File: src/rtl/fetch_pc_gen_if.sv
// fetch_pc_gen_if: request/response channel between the fetch PC generator
// and the instruction cache.
//   icache_req_valid : fetch request (fetch -> cache)
//   icache_req_addr  : fetch-group base address (fetch -> cache)
//   icache_req_ready : cache accepts the request (cache -> fetch)
//   icache_rsp_valid : group data returned, in order (cache -> fetch)
//   icache_rsp_inst  : WIDTH instructions of the group (cache -> fetch)
// master = fetch side, slave = cache side.
interface fetch_pc_gen_if #(
  parameter int unsigned WIDTH = 2,
  parameter int unsigned XLEN  = 32
);
  logic                        icache_req_valid;
  logic [XLEN-1:0]             icache_req_addr;
  logic                        icache_req_ready;
  logic                        icache_rsp_valid;
  logic [WIDTH-1:0][31:0]      icache_rsp_inst;

  modport master (
    output icache_req_valid,
    output icache_req_addr,
    input  icache_req_ready,
    input  icache_rsp_valid,
    input  icache_rsp_inst
  );

  modport slave (
    input  icache_req_valid,
    input  icache_req_addr,
    output icache_req_ready,
    output icache_rsp_valid,
    output icache_rsp_inst
  );
endinterface

File: src/rtl/fetch_pc_gen.sv
// fetch_pc_gen: fetch-stage PC generator and I-cache front end for a
// WIDTH-wide core. Holds the fetch PC, issues one group request at a time,
// latches the returned group and presents it slot by slot to decode while
// choosing the next fetch PC (rollback > RAS > JAL > sequential).
// Ports:
//   clock, reset        : clock, asynchronous active-low reset
//   icache              : I-cache request/response channel (master side)
//   rollback_en/_pc     : ROB redirect and its target
//   return_addr, valid_ret_addr : RAS prediction per slot
//   jal_target, jal_valid       : predecoded direct-jump target per slot
//   id_stall            : decode cannot accept the current group
//   if_valid/if_pc/if_npc/if_inst : fetch group presented to decode
module fetch_pc_gen #(
  parameter int unsigned     WIDTH    = 2,
  parameter int unsigned     XLEN     = 32,
  parameter logic [XLEN-1:0] RESET_PC = '0
) (
  input  logic                        clock,
  input  logic                        reset,
  fetch_pc_gen_if.master              icache,
  input  logic                        rollback_en,
  input  logic [XLEN-1:0]             rollback_pc,
  input  logic [WIDTH-1:0][XLEN-1:0]  return_addr,
  input  logic [WIDTH-1:0]            valid_ret_addr,
  input  logic [WIDTH-1:0][XLEN-1:0]  jal_target,
  input  logic [WIDTH-1:0]            jal_valid,
  input  logic                        id_stall,
  output logic [WIDTH-1:0]            if_valid,
  output logic [WIDTH-1:0][XLEN-1:0]  if_pc,
  output logic [WIDTH-1:0][XLEN-1:0]  if_npc,
  output logic [WIDTH-1:0][31:0]      if_inst
);

  localparam logic [1:0] S_REQ   = 2'd0;
  localparam logic [1:0] S_WAIT  = 2'd1;
  localparam logic [1:0] S_OUT   = 2'd2;
  localparam logic [1:0] S_DRAIN = 2'd3;

  localparam int unsigned     GRP_BYTES = 4 * WIDTH;
  localparam logic [XLEN-1:0] GRP_MASK  = XLEN'(GRP_BYTES - 1);
  localparam logic [XLEN-1:0] SLOT_MASK = XLEN'(WIDTH - 1);

  logic [1:0]             state;
  logic [XLEN-1:0]        pc;
  logic [WIDTH-1:0][31:0] inst_q;

  logic [XLEN-1:0]  base;
  logic [XLEN-1:0]  slot_idx;
  logic [WIDTH-1:0] raw_valid;
  logic [WIDTH-1:0] taken;
  logic [XLEN-1:0]  next_pc;
  logic             taken_seen;

  // Slot index of the PC inside its group; a redirect into the middle of a
  // group kills the slots before it.
  assign base     = pc & ~GRP_MASK;
  assign slot_idx = (pc >> 2) & SLOT_MASK;

  assign icache.icache_req_valid = (state == S_REQ) && !rollback_en;
  assign icache.icache_req_addr  = base;
  assign if_inst                 = inst_q;

  always_comb begin
    raw_valid  = '0;
    taken      = '0;
    if_valid   = '0;
    if_pc      = '0;
    if_npc     = '0;
    taken_seen = 1'b0;
    next_pc    = base + XLEN'(GRP_BYTES);
    for (int j = 0; j < int'(WIDTH); j++) begin
      if_pc[j]     = base + XLEN'(4 * j);
      if_npc[j]    = base + XLEN'(4 * j + 4);
      raw_valid[j] = (XLEN'(j) >= slot_idx);
      // Predictions on slots before the entry point are ignored.
      taken[j]     = raw_valid[j] && (valid_ret_addr[j] || jal_valid[j]);
      // A taken slot is itself delivered; only the slots after it are cut.
      if_valid[j]  = (state == S_OUT) && raw_valid[j] && !taken_seen && !rollback_en;
      if (taken[j] && !taken_seen) begin
        next_pc = valid_ret_addr[j] ? return_addr[j] : jal_target[j];
      end
      taken_seen = taken_seen || taken[j];
    end
  end

  always_ff @(posedge clock or negedge reset) begin
    if (!reset) begin
      state  <= S_REQ;
      pc     <= RESET_PC;
      inst_q <= '0;
    end else if (rollback_en) begin
      pc <= rollback_pc;
      // A request still in flight must have its response swallowed.
      if (state == S_DRAIN || (state == S_WAIT && !icache.icache_rsp_valid)) begin
        state <= S_DRAIN;
      end else begin
        state <= S_REQ;
      end
    end else begin
      case (state)
        S_REQ: begin
          if (icache.icache_req_ready) state <= S_WAIT;
        end
        S_WAIT: begin
          if (icache.icache_rsp_valid) begin
            inst_q <= icache.icache_rsp_inst;
            state  <= S_OUT;
          end
        end
        S_OUT: begin
          if (!id_stall) begin
            pc    <= next_pc;
            state <= S_REQ;
          end
        end
        default: begin
          if (icache.icache_rsp_valid) state <= S_REQ;
        end
      endcase
    end
  end

endmodule

File: src/flat_wrapper.sv
// flat-port wrapper written by rule: the top's interface ports become plain ports
module fetch_pc_gen_flat 
#(
  parameter int unsigned     WIDTH    = 2,
  parameter int unsigned     XLEN     = 32,
  parameter logic [XLEN-1:0] RESET_PC = '0
)
  (clock, reset, rollback_en, rollback_pc, return_addr, valid_ret_addr, jal_target, jal_valid, id_stall, if_valid, if_pc, if_npc, if_inst, icache_icache_req_valid, icache_icache_req_addr, icache_icache_req_ready, icache_icache_rsp_valid, icache_icache_rsp_inst);
  fetch_pc_gen_if #(.WIDTH(WIDTH), .XLEN(XLEN)) icache_i ();
  input  logic clock;
  input  logic reset;
  input  logic rollback_en;
  input  logic [XLEN-1:0] rollback_pc;
  input  logic [WIDTH-1:0][XLEN-1:0] return_addr;
  input  logic [WIDTH-1:0] valid_ret_addr;
  input  logic [WIDTH-1:0][XLEN-1:0] jal_target;
  input  logic [WIDTH-1:0] jal_valid;
  input  logic id_stall;
  output logic [WIDTH-1:0] if_valid;
  output logic [WIDTH-1:0][XLEN-1:0] if_pc;
  output logic [WIDTH-1:0][XLEN-1:0] if_npc;
  output logic [WIDTH-1:0][31:0] if_inst;
  output wire logic [$bits(icache_i.icache_req_valid)-1:0] icache_icache_req_valid;
  output wire logic [$bits(icache_i.icache_req_addr)-1:0] icache_icache_req_addr;
  input wire logic [$bits(icache_i.icache_req_ready)-1:0] icache_icache_req_ready;
  input wire logic [$bits(icache_i.icache_rsp_valid)-1:0] icache_icache_rsp_valid;
  input wire logic [$bits(icache_i.icache_rsp_inst)-1:0] icache_icache_rsp_inst;
  assign icache_icache_req_valid = icache_i.icache_req_valid;
  assign icache_icache_req_addr = icache_i.icache_req_addr;
  assign icache_i.icache_req_ready = icache_icache_req_ready;
  assign icache_i.icache_rsp_valid = icache_icache_rsp_valid;
  assign icache_i.icache_rsp_inst = icache_icache_rsp_inst;
  fetch_pc_gen #(.WIDTH(WIDTH), .XLEN(XLEN), .RESET_PC(RESET_PC)) u_core (.clock(clock), .reset(reset), .icache(icache_i), .rollback_en(rollback_en), .rollback_pc(rollback_pc), .return_addr(return_addr), .valid_ret_addr(valid_ret_addr), .jal_target(jal_target), .jal_valid(jal_valid), .id_stall(id_stall), .if_valid(if_valid), .if_pc(if_pc), .if_npc(if_npc), .if_inst(if_inst));
endmodule
File: config.mk
export PLATFORM = sky130hd
export DESIGN_NAME = fetch_pc_gen_flat
export DESIGN_NICKNAME = d
export VERILOG_FILES = /design/src/rtl/fetch_pc_gen_if.sv /design/src/rtl/fetch_pc_gen.sv /design/src/flat_wrapper.sv
export SDC_FILE = /design/constraint.sdc
export NUM_CORES = 1
export LEC_CHECK = 0
export BUFFER_PORTS_ARGS = -buffer_cell sky130_fd_sc_hd__buf_4
export CAP_MARGIN = 10
export CORE_AREA = 2 2 180 182
export CTS_BUF_LIST = sky130_fd_sc_hd__clkbuf_2 sky130_fd_sc_hd__clkbuf_4 sky130_fd_sc_hd__clkbuf_8
export DETAILED_ROUTE_END_ITERATION = 16
export DIE_AREA = 0 0 182 184
export GPL_TIMING_DRIVEN = 0
export PLACE_DENSITY = 0.48
export SYNTH_ARGS = -nofsm -noshare
export SYNTH_HDL_FRONTEND = slang
export SYNTH_SLANG_ARGS = --single-unit
File: constraint.sdc
create_clock -name clock -period 6.05 [get_ports clock]
set_input_delay 0.9075 -clock clock [delete_from_list [all_inputs] [get_ports clock]]
set_output_delay 0.9075 -clock clock [all_outputs]
set_load 0.05 [all_outputs]
==> results of run 1 <==
-- power groups by stage --
stage / logic [mW] / clock network, mW / registers (mW)
final: 2.87 / 0.462 / 1.10
after global routing: 2.98 / 0.507 / 1.15
after CTS: 2.89 / 0.489 / 1.11
after detailed placement: 2.89 / 0 / 1.12
after global placement: 2.88 / 0 / 1.11
after floorplan: 1.22 / 0 / 1.83
-- worst max-delay path: stages, from the launching register on --
cell and delay [ns]:
dfrtp_1 0.69, nand4_1 0.35, nor4_2 0.96, nand4_1 0.32, xnor2_1 0.24, buf_4 0.23
-- routing by layer --
metal / global-route usage (%) / share of wire, % / vias up
met5: 0 / 0 / -
met4: 4.871 / 2.0 / 0
met3: 3.269 / 6.3 / 41
met2: 33.86 / 50 / 373
met1: 23.88 / 42 / 3392
li1: - / - / 3371
-- worst max-delay path by stage --
stage / endpoint / from / slack (ns)
finish: if_npc[60] / u_core.pc[12]$_DFFE_PN0P_ / 1.93
detailed placement: if_valid[1] / valid_ret_addr[0] / 2.13
CTS: if_npc[54] / u_core.pc[12]$_DFFE_PN0P_ / 1.94
global placement: if_valid[1] / valid_ret_addr[0] / 2.11
global route: if_npc[54] / u_core.pc[12]$_DFFE_PN0P_ / 1.84
floorplan: if_npc[55] / u_core.pc[15]$_DFFE_PN0P_ / 2.64
-- layout make-up --
type,count,area (um^2)
inverter,11,41.29
multi-input combinational,452,3241
clock inverter,7,76.32
antenna,2,5.005
timing repair buffer,433,3274
fill,3305,20590
sequential,96,2402
buffer,171,1137
tap,402,503.0
clock buffer,9,123.9
-- metrics by stage --
stage | util [%] | power, mW | instance area (um^2)
after floorplan | - | 3.048 | 6817
after detailed placement | 33.76 | 4.012 | 10600
after global placement | 33.62 | 3.987 | 10560
final | 34.42 | 4.436 | 10800
after CTS | 34.40 | 4.487 | 10800
after global routing | 34.41 | 4.631 | 10800
-- registers in the layout, indices dropped and copies added, names as in the netlist --
name	flops
u_core.if_inst	64
u_core.pc	30
u_core.state	2
-- cell usage in the layout, fill, tap and decap left out, types with 8 or more instances in the layout --
cell	Yosys	final
nand4_1	8	8
xnor2_1	17	17
dfrtp_1	96	96
o221ai_1	15	15
inv_1	10	10
o22ai_1	11	11
mux2i_1	33	33
a22oi_1	19	19
nand2_1	45	45
clkbuf_1	33	33
clkbuf_8	0	9
mux2_2	68	68
nor2_1	20	20
buf_4	131	562
o21ai_0	34	34
a21oi_1	36	36
a31oi_1	9	9
nor3_1	15	14
nand3_1	14	14
xor2_1	10	10
conb_1	2	15
-- logic make-up after synthesis --
| kind of cell | after synthesis | synth area share, % |
|---|---|---|
| buf+inv | 182 | 17.42 |
| compound gates | 165 | 16.21 |
| simple gates | 143 | 10.89 |
| mux | 101 | 16.20 |
| flops | 96 | 35.50 |
| xor+xnor | 27 | 3.494 |
| other cells | 2 | 0.1110 |
| fa+ha+maj | 1 | 0.1848 |
==> reports/qor_table.md, run 1 <==
| Step | Result | Reported |
|:---|:---|:---|
| timing | Unrepaired setup endpoints after global routing | no |
| drt | Routed wire per std cell | 21.20 um |
| yosys | Cells taking the most area after synthesis | dfrtp_1, buf_4, mux2_2 |
| timing | Final Worst Setup Slack | 1.934 ns |
| worst setup path | R2r endpoint | u_core.pc[25]$_DFFE_PN0P_ |
| yosys | Sequential-to-total area share from yosys stat | 35.50% |
| timing | Pins Over Slew Limit | 0 |
| clock network | Clock slew seen by the registers of the worst setup and hold paths | 0.13 ns |
| power | Leakage power | 5.237 nW |
| global routing | Maximum number of pins on one net before global-route repair | 61 |
| clock network | Total setup buffers inserted after CTS | 0 |
| yosys | Most repeated cell in the gate-level netlist after synthesis | buf_4 |
| place | Post-Place Setup Slack | 2.128 ns |
| yosys | Most used flip-flop cell after synthesis | dfrtp_1 |
| run | Max-capacitance violation count | 0 |
| drt | Via/cell ratio | 4.534 |
| clock network | CTS HTree Levels | 3 |
| power | Internal power consumption | 2.043 mW |
| clock network | Clock Sink Count | 96 |
| place | Post-detail-place hpwl | 27140 um |
| yosys | Synth Warn # | 0 |
| clock network | Clock tree from TritonCTS | done |
| worst setup path | Critical Setup Path Class | flip-flop to output pin |
| worst setup path | Crit. End Element | output pin |
| worst setup path | Top fanout value on the critical path | 11 |
| drt | Number of nets still failing antenna checks after routing | 0 |
| place | Weighted congestion reported at the end of routability-driven placement | 0.8177 |
| worst setup path | Setup slack on the worst flop-to-flop path | 2.79 ns |
| timing | Slew Limit Headroom | 20.47% |
| final layout | Non-filler cells, final | 1583 |
| clock network | Clock Path Buffers | 2 |
| final layout | Nets | 1409 |
| worst setup path | Launching point of the worst reg2reg path | u_core.state[1]$_DFFE_PN0P_ |
| floorplan | Horizontal die dimension | 182 um |
| global routing | Remaining global-route overflow | 0 |
| power | Relative contribution of sequential cells to total power | 24.9% |
| power | IR drop worst, VDD | 0.2534 mV |
| yosys | Number of distinct standard cells referenced by the synthesized netlist | 58 |
| clock network | Clock latency on the worst-skew pair | 0.40 ns |
| clock network | Root Driver | clkbuf_8 |
| timing | Final worst path period need | 4.116 ns |
| place | Total placed cells including tap cells | 1565 |
| floorplan | Number of I/O pins | 461 |
| clock network | Total CTS buffers | 9 |
| yosys | Cells after synthesis | 717 |
| timing | Part of the cycle the worst path needs | 68.04% |
| final layout | Ratio of cells with drive above 1 in the final layout | 55.98% |
| clock network | Number of hold buffers added after CTS | 0 |
| timing | Maximum clock rate | 242.9 MHz |
| final layout | Layout overhead on the synthesized area | 59.64% |
| yosys | Top post-synthesis cells by count | buf_4, dfrtp_1, mux2_2, nand2_1, a21oi_1 |
| place | Count of input and output buffers | 431 |
| run status | Result of the run | finished clean |
| global routing | Via count of the first global-routing pass | 7013 |
| yosys | Number of enable flip-flop cells after synthesis | 0 |
| yosys | Synth Register Bits | 96 |
| timing | Largest clock skew in the final design | 0.01847 ns |
| floorplan | Std-Cell Core Area | 31390 um^2 |
| floorplan | Effective utilization at floorplan | 21.56% |
| floorplan | Row count | 65 |
| floorplan | Die outline area | 33490 um^2 |
| drt | Vias after detailed routing | 7177 |
| drt | Number of remaining DRC errors | 0 |
| timing | Slew at the pin closest to its max-slew limit | 1.184 ns |
| timing | Number of hold violations in the final report | 0 |
| timing | Min Hold Slack | 0.5187 ns |
| power | Relative contribution of the clock network to total power | 10.4% |
| drt | Starting DRC count in detailed routing | 389 |
| drt | Number of detailed-routing iterations run before antenna repair | 5 |
| floorplan | DIE HEIGHT | 184 um |
| yosys | Synthesized area | 6768 um^2 |
| drt | Wire length reported by the detailed router | 33570 um |
| worst setup path | Startpoint class of the critical path | flip-flop |
| timing | Setup_tns | 0 ns |
| timing | Final setup fails | 0 |
| global routing | Total routing usage reported by global routing | 19.06% |
| global routing | Number of antenna violations at the first check in global routing | 2 |
| worst hold path | Worst min path class | input pin to asynchronous set/reset pin |
| global routing | Global-route wire length before repair | 46850 um |
| clock network | Post-cts resize count | 0 |
| power | Pwr per Cell Area | 410.6 nW/um^2 |
| worst setup path | Required time of the critical path | 5.14 ns |
| power | Comb pwr share | 64.7% |
| yosys | Mean cell area of the mapped netlist | 9.439 um^2 |
| power | Sw Pwr | 2.393 mW |
| power | Net switching share of the total power | 53.94% |
| worst setup path | Reg2Reg Depth | 6 |
| yosys | Synth async-reset ratio | 100.0% |
| yosys | Area fraction of the dominant cell type after synthesis | 35.50% |
| worst setup path | Data arrival time of the worst path | 3.21 ns |
| yosys | Synth area leader | dfrtp_1 |
Note: power is estimated with default switching activity, not from simulation.
==> inputs of run 2 (changes only) <==
Settings changed: ABC_AREA set to 1, CORE_AREA 2 2 180 182 to 2 2 178 180, DIE_AREA 0 0 182 184 to 0 0 180 182, PLACE_DENSITY 0.48 to 0.53.
Clock period 6.05 ns to 3.3 ns, I/O delays scaled along.
==> reports/qor_table.md, run 2 <==
| Step | Result | Reported | Change |
|:---|:---|:---|:---|
| yosys | Synthesized area | 7473 um^2 | +10% |
| yosys | Cells after synthesis | 976 | +36% |
| floorplan | DIE HEIGHT | 182 um | -1.1% |
| clock network | CTS HTree Levels | 3 | unchanged |
| yosys | Most repeated cell in the gate-level netlist after synthesis | nand2_1 |  |
| power | Pwr per Cell Area | 1211 nW/um^2 | +190% |
| place | Total placed cells including tap cells | 1825 | +17% |
| clock network | Clock Sink Count | 96 | unchanged |
| place | Count of input and output buffers | 433 | +0.46% |
| worst hold path | Worst min path class | input pin to asynchronous set/reset pin |  |
| worst setup path | R2r endpoint | u_core.pc[10]$_DFFE_PN0P_ |  |
| worst setup path | Ordered cell list for the critical path | nand2_1, nor2_1, nand2_2, nor2_4, nand3_1, and2_1, buf_4 |  |
| final layout | Largest register FFs | 64 | unchanged |
| timing | Part of the cycle the worst path needs | 87.29% |  |
| clock network | Number of hold buffers added after CTS | 0 | unchanged |
| power | IR drop worst, VDD | 0.6940 mV | +170% |
| global routing | Remaining global-route overflow | 0 | unchanged |
| timing | Min Hold Slack | 0.07327 ns | -0.4454 ns |
| worst setup path | Startpoint class of the critical path | flip-flop |  |
| drt | Number of detailed-routing iterations run before antenna repair | 5 | unchanged |
| place | Post-Place Setup Slack | 0.8376 ns | -1.290 ns |
| worst setup path | Critical path's largest stage delay | 0.65 ns | -0.31 ns |
| clock network | Post-cts resize count | 0 | unchanged |
| timing | Pins Over Slew Limit | 0 | unchanged |
| clock network | Total setup buffers inserted after CTS | 0 | unchanged |
| yosys | Most used flip-flop cell after synthesis | dfrtp_1 |  |
| worst setup path | Reg2Reg Depth | 8 | +2 |
| place | Weighted congestion reported at the end of routability-driven placement | 0.8754 | +7.1% |
| timing | Number of hold violations in the final report | 0 | unchanged |
| floorplan | Horizontal die dimension | 180 um | -1.1% |
| drt | Number of nets still failing antenna checks after routing | 0 | unchanged |
| yosys | Mean cell area of the mapped netlist | 7.657 um^2 | -19% |
| final layout | Final antenna diode count | 0 | -2 |
| worst setup path | Setup slack on the worst flop-to-flop path | 1.24 ns | -1.55 ns |
| drt | Number of remaining DRC errors | 0 | unchanged |
| worst setup path | Top delay family on crit path | simple AND/OR/NAND/NOR gates |  |
| global routing | Number of antenna violations at the first check in global routing | 0 | -2 |
| floorplan | Number of I/O pins | 461 | unchanged |
| timing | Slew at the pin closest to its max-slew limit | 0.8659 ns | -0.3180 ns |
| yosys | Number of distinct standard cells referenced by the synthesized netlist | 38 | -34% |
| worst setup path | Data arrival time of the worst path | 2.39 ns | -0.82 ns |
| timing | Final worst path period need | 2.881 ns |  |
| yosys | Synth Register Bits | 96 | unchanged |
| floorplan | Effective utilization at floorplan | 24.12% | +2.6 points |
| clock network | Clock tree from TritonCTS | done |  |
| floorplan | Row count | 65 | unchanged |
| yosys | Top post-synthesis cells by count | nand2_1, buf_4, nor2_1, dfrtp_1, mux2_4 |  |
| timing | Maximum clock rate | 347.1 MHz |  |
| worst setup path | Top fanout value on the critical path | 7 | -4 |
| final layout | Non-filler cells, final | 1841 | +16% |
| worst setup path | Crit. End Element | output pin |  |
| clock network | Clock slew seen by the registers of the worst setup and hold paths | 0.13 ns | about the same |
| global routing | Global-route wire length before repair | 48990 um | +4.6% |
| final layout | Layout overhead on the synthesized area | 54.06% |  |
| final layout | Ratio of cells with drive above 1 in the final layout | 49.41% | -6.6 points |
| clock network | Clock Path Buffers | 2 | unchanged |
| timing | Final Worst Setup Slack | 0.4193 ns | -1.514 ns |
| drt | Routed wire per std cell | 18.43 um | -13% |
| worst setup path | Sum of buffers and inverters on the critical path | 1 | unchanged |
| power | Leakage power | 6.297 nW | +20% |
| worst setup path | Launching point of the worst reg2reg path | u_core.pc[7]$_DFFE_PN0P_ |  |
| worst setup path | Required time of the critical path | 2.80 ns | -2.34 ns |
| clock network | Root Driver | clkbuf_8 |  |
| floorplan | Std-Cell Core Area | 30990 um^2 | -1.3% |
| timing | Largest clock skew in the final design | 0.01456 ns | -0.003909 ns |
| final layout | Nets | 1669 | +18% |
| clock network | Clock latency on the worst-skew pair | 0.38 ns | -0.02 ns |
| timing | Setup_tns | 0 ns | unchanged |
| run | Max-capacitance violation count | 0 | unchanged |
| drt | Vias after detailed routing | 7700 | +7.3% |
| global routing | Via count of the first global-routing pass | 7573 | +8.0% |
| timing | Slew Limit Headroom | 42.27% | +22 points |
| drt | Starting DRC count in detailed routing | 396 | +1.8% |
| run status | Result of the run | finished clean |  |
| worst setup path | Critical Setup Path Class | flip-flop to output pin |  |
| drt | Via/cell ratio | 4.183 | -7.7% |
| timing | Unrepaired setup endpoints after global routing | no |  |
| final layout | Most frequent cells in the layout | buf_4, nand2_1, nor2_1, dfrtp_1, mux2_4 |  |
| yosys | Area fraction of the dominant cell type after synthesis | 32.14% | -3.4 points |
| yosys | Sequential-to-total area share from yosys stat | 32.14% | -3.4 points |
| timing | Final setup fails | 0 | unchanged |
| clock network | Total CTS buffers | 9 | unchanged |
| global routing | Total routing usage reported by global routing | 20.05% | +1.0 points |
| worst setup path | Crit path max-delay cell type | dfrtp_1 |  |
| yosys | Number of enable flip-flop cells after synthesis | 0 | unchanged |
| final layout | Commonest non-fill, non-tap cell in the layout | buf_4 |  |
| yosys | Synth Warn # | 0 | unchanged |
| place | Post-detail-place hpwl | 28000 um | +3.2% |
| drt | Wire length reported by the detailed router | 33930 um | +1.1% |
| final layout | FILL cells | 3335 | +0.91% |
| yosys | Cells taking the most area after synthesis | dfrtp_1, nand2_1, buf_4 |  |
| floorplan | Die outline area | 32760 um^2 | -2.2% |
| yosys | Synth async-reset ratio | 100.0% | unchanged |
| global routing | Maximum number of pins on one net before global-route repair | 61 | unchanged |
| yosys | Synth area leader | dfrtp_1 |  |
==> run 2: cell count changes in the layout (fill, tap and decap cells not counted), sizes merged, moves of 13 or more <==
cell	previous run	this run
a22oi	19	2
buf	571	593
xnor2	17	4
mux2i	33	0
inv	15	54
clkbuf	42	21
o21ai	35	21
nor2	20	119
nand2	45	319
o221ai	15	0
==> run 2: area by class of cell <==
cell class                 instances  area (um^2)  share of cell area, %
timing repair buffer             434         3278                  28.47
sequential                        96         2402                  20.87
inverter                          53        198.9                  1.728
buffer                           171         1224                  10.63
tap                              402        503.0                  4.369
multi-input combinational        669         3697                  32.11
clock buffer                       9        123.9                  1.076
clock inverter                     7        86.33                 0.7498
==> run 2: metrics by stage <==
step                      total power, mW  util [%]  instance area [um^2]
after floorplan                     9.912         -                  7522
after global placement              13.07     36.39                 11280
after detailed placement            13.12     36.48                 11300
after CTS                           14.05     37.16                 11510
after global routing                14.61     37.16                 11510
final                               13.94     37.16                 11510
==> run 2: layer usage <==
layer | up-vias | part of all wire (%) | global-route usage [%]
met4 | 0 | 1.4 | 3.902
met5 | - | 0 | 0
met2 | 265 | 50 | 34.82
li1 | 3866 | - | -
met3 | 24 | 4.4 | 2.968
met1 | 3545 | 44 | 26.51
==> run 2: worst max path at each step <==
stage	startpoint	cells after the start	endpoint
after floorplan	valid_ret_addr[0]	5	if_valid[1]
after global placement	u_core.pc[7]$_DFFE_PN0P_	7	if_npc[58]
after detailed placement	u_core.pc[7]$_DFFE_PN0P_	7	if_npc[54]
after CTS	u_core.pc[7]$_DFFE_PN0P_	7	if_npc[54]
after global routing	u_core.pc[7]$_DFFE_PN0P_	7	if_npc[54]
final	u_core.pc[7]$_DFFE_PN0P_	7	if_npc[54]
==> run 2: kinds of logic (layout without fill, tap and decap cells) <==
| kind of cell | Yosys count | in the layout | share of synthesized area [%] |
|---|---|---|---|
| compound gates | 89 | 89 | 7.852 |
| mux | 64 | 64 | 12.66 |
| simple gates | 494 | 494 | 27.34 |
| flops | 96 | 96 | 32.14 |
| xor+xnor | 6 | 6 | 0.7032 |
| fa+ha+maj | 1 | 1 | 0.1674 |
| buf+inv | 224 | 674 | 19.04 |
| other cells | 2 | 15 | 0.1005 |
==> run 2: report_power, final <==
group / switching [mW] / total (mW) / internal, mW
sequential: 0.802 / 2.56 / 1.76
combinational: 6.80 / 10.5 / 3.69
clock: 0.526 / 0.894 / 0.368
==> inputs of run 3 (changes only) <==
Settings changed: CORE_AREA 2 2 178 180 to 2 2 180 182, DIE_AREA 0 0 180 182 to 0 0 182 184, PLACE_DENSITY 0.53 to 0.52.
==> reports/qor_table.md, run 3 (synthesis gave the netlist of run 2 again) <==
| Step | Result | Reported | Change |
|:---|:---|:---|:---|
| global routing | Global-route wire length before repair | 48510 um | -0.99% |
| place | Cell area after placement | 11300 um^2 | unchanged |
| timing | Largest clock skew in the final design | 0.01164 ns | -0.002912 ns |
| power | Leakage power | 6.318 nW | +0.33% |
| drt | WL met3 | 1758 um | +17% |
| timing | Min Hold Slack | 0.06962 ns | -0.003651 ns |
| floorplan | DIE HEIGHT | 184 um | +1.1% |
| global routing | Number of antenna violations at the first check in global routing | 1 | +1 |
| drt | Number of detailed-routing iterations run before antenna repair | 5 | unchanged |
| final layout | Commonest non-fill, non-tap cell in the layout | buf_4 |  |
| worst setup path | Critical Setup Path Class | flip-flop to output pin |  |
| drt | Routed wire per std cell | 18.43 um | about the same |
| final layout | Largest register FFs | 64 | unchanged |
| drt | Met2 Routed Length | 17240 um | +1.6% |
| worst setup path | Required time of the critical path | 2.80 ns | about the same |
| timing | Unrepaired setup endpoints after global routing | no |  |
| global routing | Maximum number of pins on one net before global-route repair | 64 | +4.9% |
| timing | Final worst path period need | 2.858 ns | -0.02317 ns |
| drt | Number of nets still failing antenna checks after routing | 0 | unchanged |
| timing | Slew Limit Headroom | 43.48% | +1.2 points |
| run status | Result of the run | finished clean |  |
| worst setup path | Setup slack on the worst flop-to-flop path | 1.22 ns | -0.02 ns |
| clock network | CTS HTree Levels | 3 | unchanged |
| run | Max-capacitance violation count | 0 | unchanged |
| final layout | FILL cells | 3341 | +0.18% |
| timing | Slew at the pin closest to its max-slew limit | 0.8478 ns | -0.01810 ns |
| clock network | Clock slew seen by the registers of the worst setup and hold paths | 0.11 ns | -0.02 ns |
| worst setup path | Startpoint class of the critical path | flip-flop |  |
| clock network | Clock tree from TritonCTS | done |  |
| floorplan | Row count | 65 | unchanged |
| drt | Starting DRC count in detailed routing | 342 | -14% |
| clock network | Clock latency on the worst-skew pair | 0.38 ns | about the same |
| timing | Maximum clock rate | 350.0 MHz | +0.81% |
| worst hold path | Worst min path class | input pin to asynchronous set/reset pin |  |
| clock network | Clock Sink Count | 96 | unchanged |
| global routing | Remaining global-route overflow | 0 | unchanged |
| floorplan | Std-Cell Core Area | 31390 um^2 | +1.3% |
| floorplan | Horizontal die dimension | 182 um | +1.1% |
| worst setup path | Crit. End Element | output pin |  |
| final layout | Most frequent cells in the layout | buf_4, nand2_1, nor2_1, dfrtp_1, mux2_4 |  |
| final layout | Layout overhead on the synthesized area | 54.55% |  |
| timing | Part of the cycle the worst path needs | 86.59% | -0.70 points |
| clock network | Post-cts resize count | 0 | unchanged |
| global routing | Total routing usage reported by global routing | 19.65% | -0.40 points |
| floorplan | Effective utilization at floorplan | 23.81% | -0.31 points |
| worst setup path | Data arrival time of the worst path | 2.36 ns | -0.03 ns |
| drt | Wire length on met1 | 14430 um | -3.7% |
| drt | Via/cell ratio | 4.223 | +0.97% |
| final layout | Sequential cell area | 2402 um^2 | unchanged |
| clock network | Root Driver | clkbuf_8 |  |
| place | Weighted congestion reported at the end of routability-driven placement | 0.8730 | -0.27% |
| clock network | Clock Path Buffers | 2 | unchanged |
| drt | Vias after detailed routing | 7779 | +1.0% |
| global routing | Via count of the first global-routing pass | 7563 | -0.13% |
| timing | Setup_tns | 0 ns | unchanged |
| floorplan | Die outline area | 33490 um^2 | +2.2% |
| clock network | Total setup buffers inserted after CTS | 0 | unchanged |
| final layout | Area used by multi-input combinational logic | 3697 um^2 | unchanged |
| clock network | Number of hold buffers added after CTS | 0 | unchanged |
| clock network | Total CTS buffers | 9 | unchanged |
| worst setup path | Top fanout value on the critical path | 8 | +1 |
| drt | Wire length reported by the detailed router | 33940 um | about the same |
| timing | Final setup fails | 0 | unchanged |
| power | Pwr per Cell Area | 1216 nW/um^2 | +0.40% |
| drt | Max Used Layer | met4 |  |
| timing | Pins Over Slew Limit | 0 | unchanged |
| place | Count of input and output buffers | 433 | unchanged |
| floorplan | Number of I/O pins | 461 | unchanged |
| drt | Number of remaining DRC errors | 0 | unchanged |
| final layout | Ratio of cells with drive above 1 in the final layout | 49.41% | unchanged |
| timing | Number of hold violations in the final report | 0 | unchanged |
| power | IR drop worst, VDD | 0.5845 mV | -16% |
| final layout | Nets | 1669 | unchanged |
| final layout | Post-route cell area | 11550 um^2 | +0.32% |
| place | Post-detail-place hpwl | 28260 um | +0.96% |
==> run 3: changes by cell type in the layout (fill, tap and decap cells not counted), sizes merged <==
cell	previous run	this run
diode	0	1
clkbuf	21	22
clkinv	4	3
inv	54	53
clkinvlp	1	0
bufinv	1	3
==> run 3: final cells by class <==
type,instances,share of cell area (%)
Multi-Input combinational cell,669,32.01
Timing Repair Buffer,434,28.38
Sequential cell,96,20.80
Buffer,171,10.59
Tap cell,402,4.355
Inverter,53,1.722
Clock buffer,10,1.137
Clock inverter,6,0.9750
Antenna cell,1,0.02167
==> run 3: worst paths after layout <==
check	startpoint	endpoint	depth (start not counted)
max	u_core.pc[3]$_DFFE_PN0P_	if_npc[59]	8
min	reset	u_core.if_inst[48]$_DFFE_PN0P_	1
max reg2reg	u_core.pc[3]$_DFFE_PN0P_	u_core.pc[15]$_DFFE_PN0P_	10
min reg2reg	u_core.if_inst[31]$_DFFE_PN0P_	u_core.if_inst[31]$_DFFE_PN0P_	1
max in group asynchronous	reset	u_core.pc[2]$_DFFE_PN0P_	2
min in group clock	icache_icache_rsp_inst[6]	u_core.if_inst[6]$_DFFE_PN0P_	2
==> run 3: worst max-delay path: stages, from the launching register on <==
cell     delay, ns
dfrtp_1       0.57
ha_1          0.30
nand2_2       0.10
nor2_4        0.20
nand2_4       0.14
nor2_4        0.19
nand3_1       0.11
and2_1        0.18
buf_4         0.18
==> run 3: report_power, final <==
part	internal (mW)	leakage [nW]	switching (mW)
combinational	3.69	5.04	6.82
clock	0.518	0.125	0.477
sequential	1.76	1.15	0.783
==> run 3: stage by stage <==
step,setup WS [ns],utilization [%],power [mW],cells
finish,0.4425,36.79,14.04,1842
floorplan,0.8196,-,9.912,989
detailed placement,0.8456,36.01,13.13,1825
CTS,0.3937,36.78,14.16,1841
global placement,0.8516,35.92,13.08,1824
global route,0.2876,36.79,14.71,1842
==> run 3: layer usage <==
metal	track usage, %	up-vias
met5	0	-
met4	4.516	0
met3	3.348	23
met2	34.66	264
met1	25.05	3624
li1	-	3868
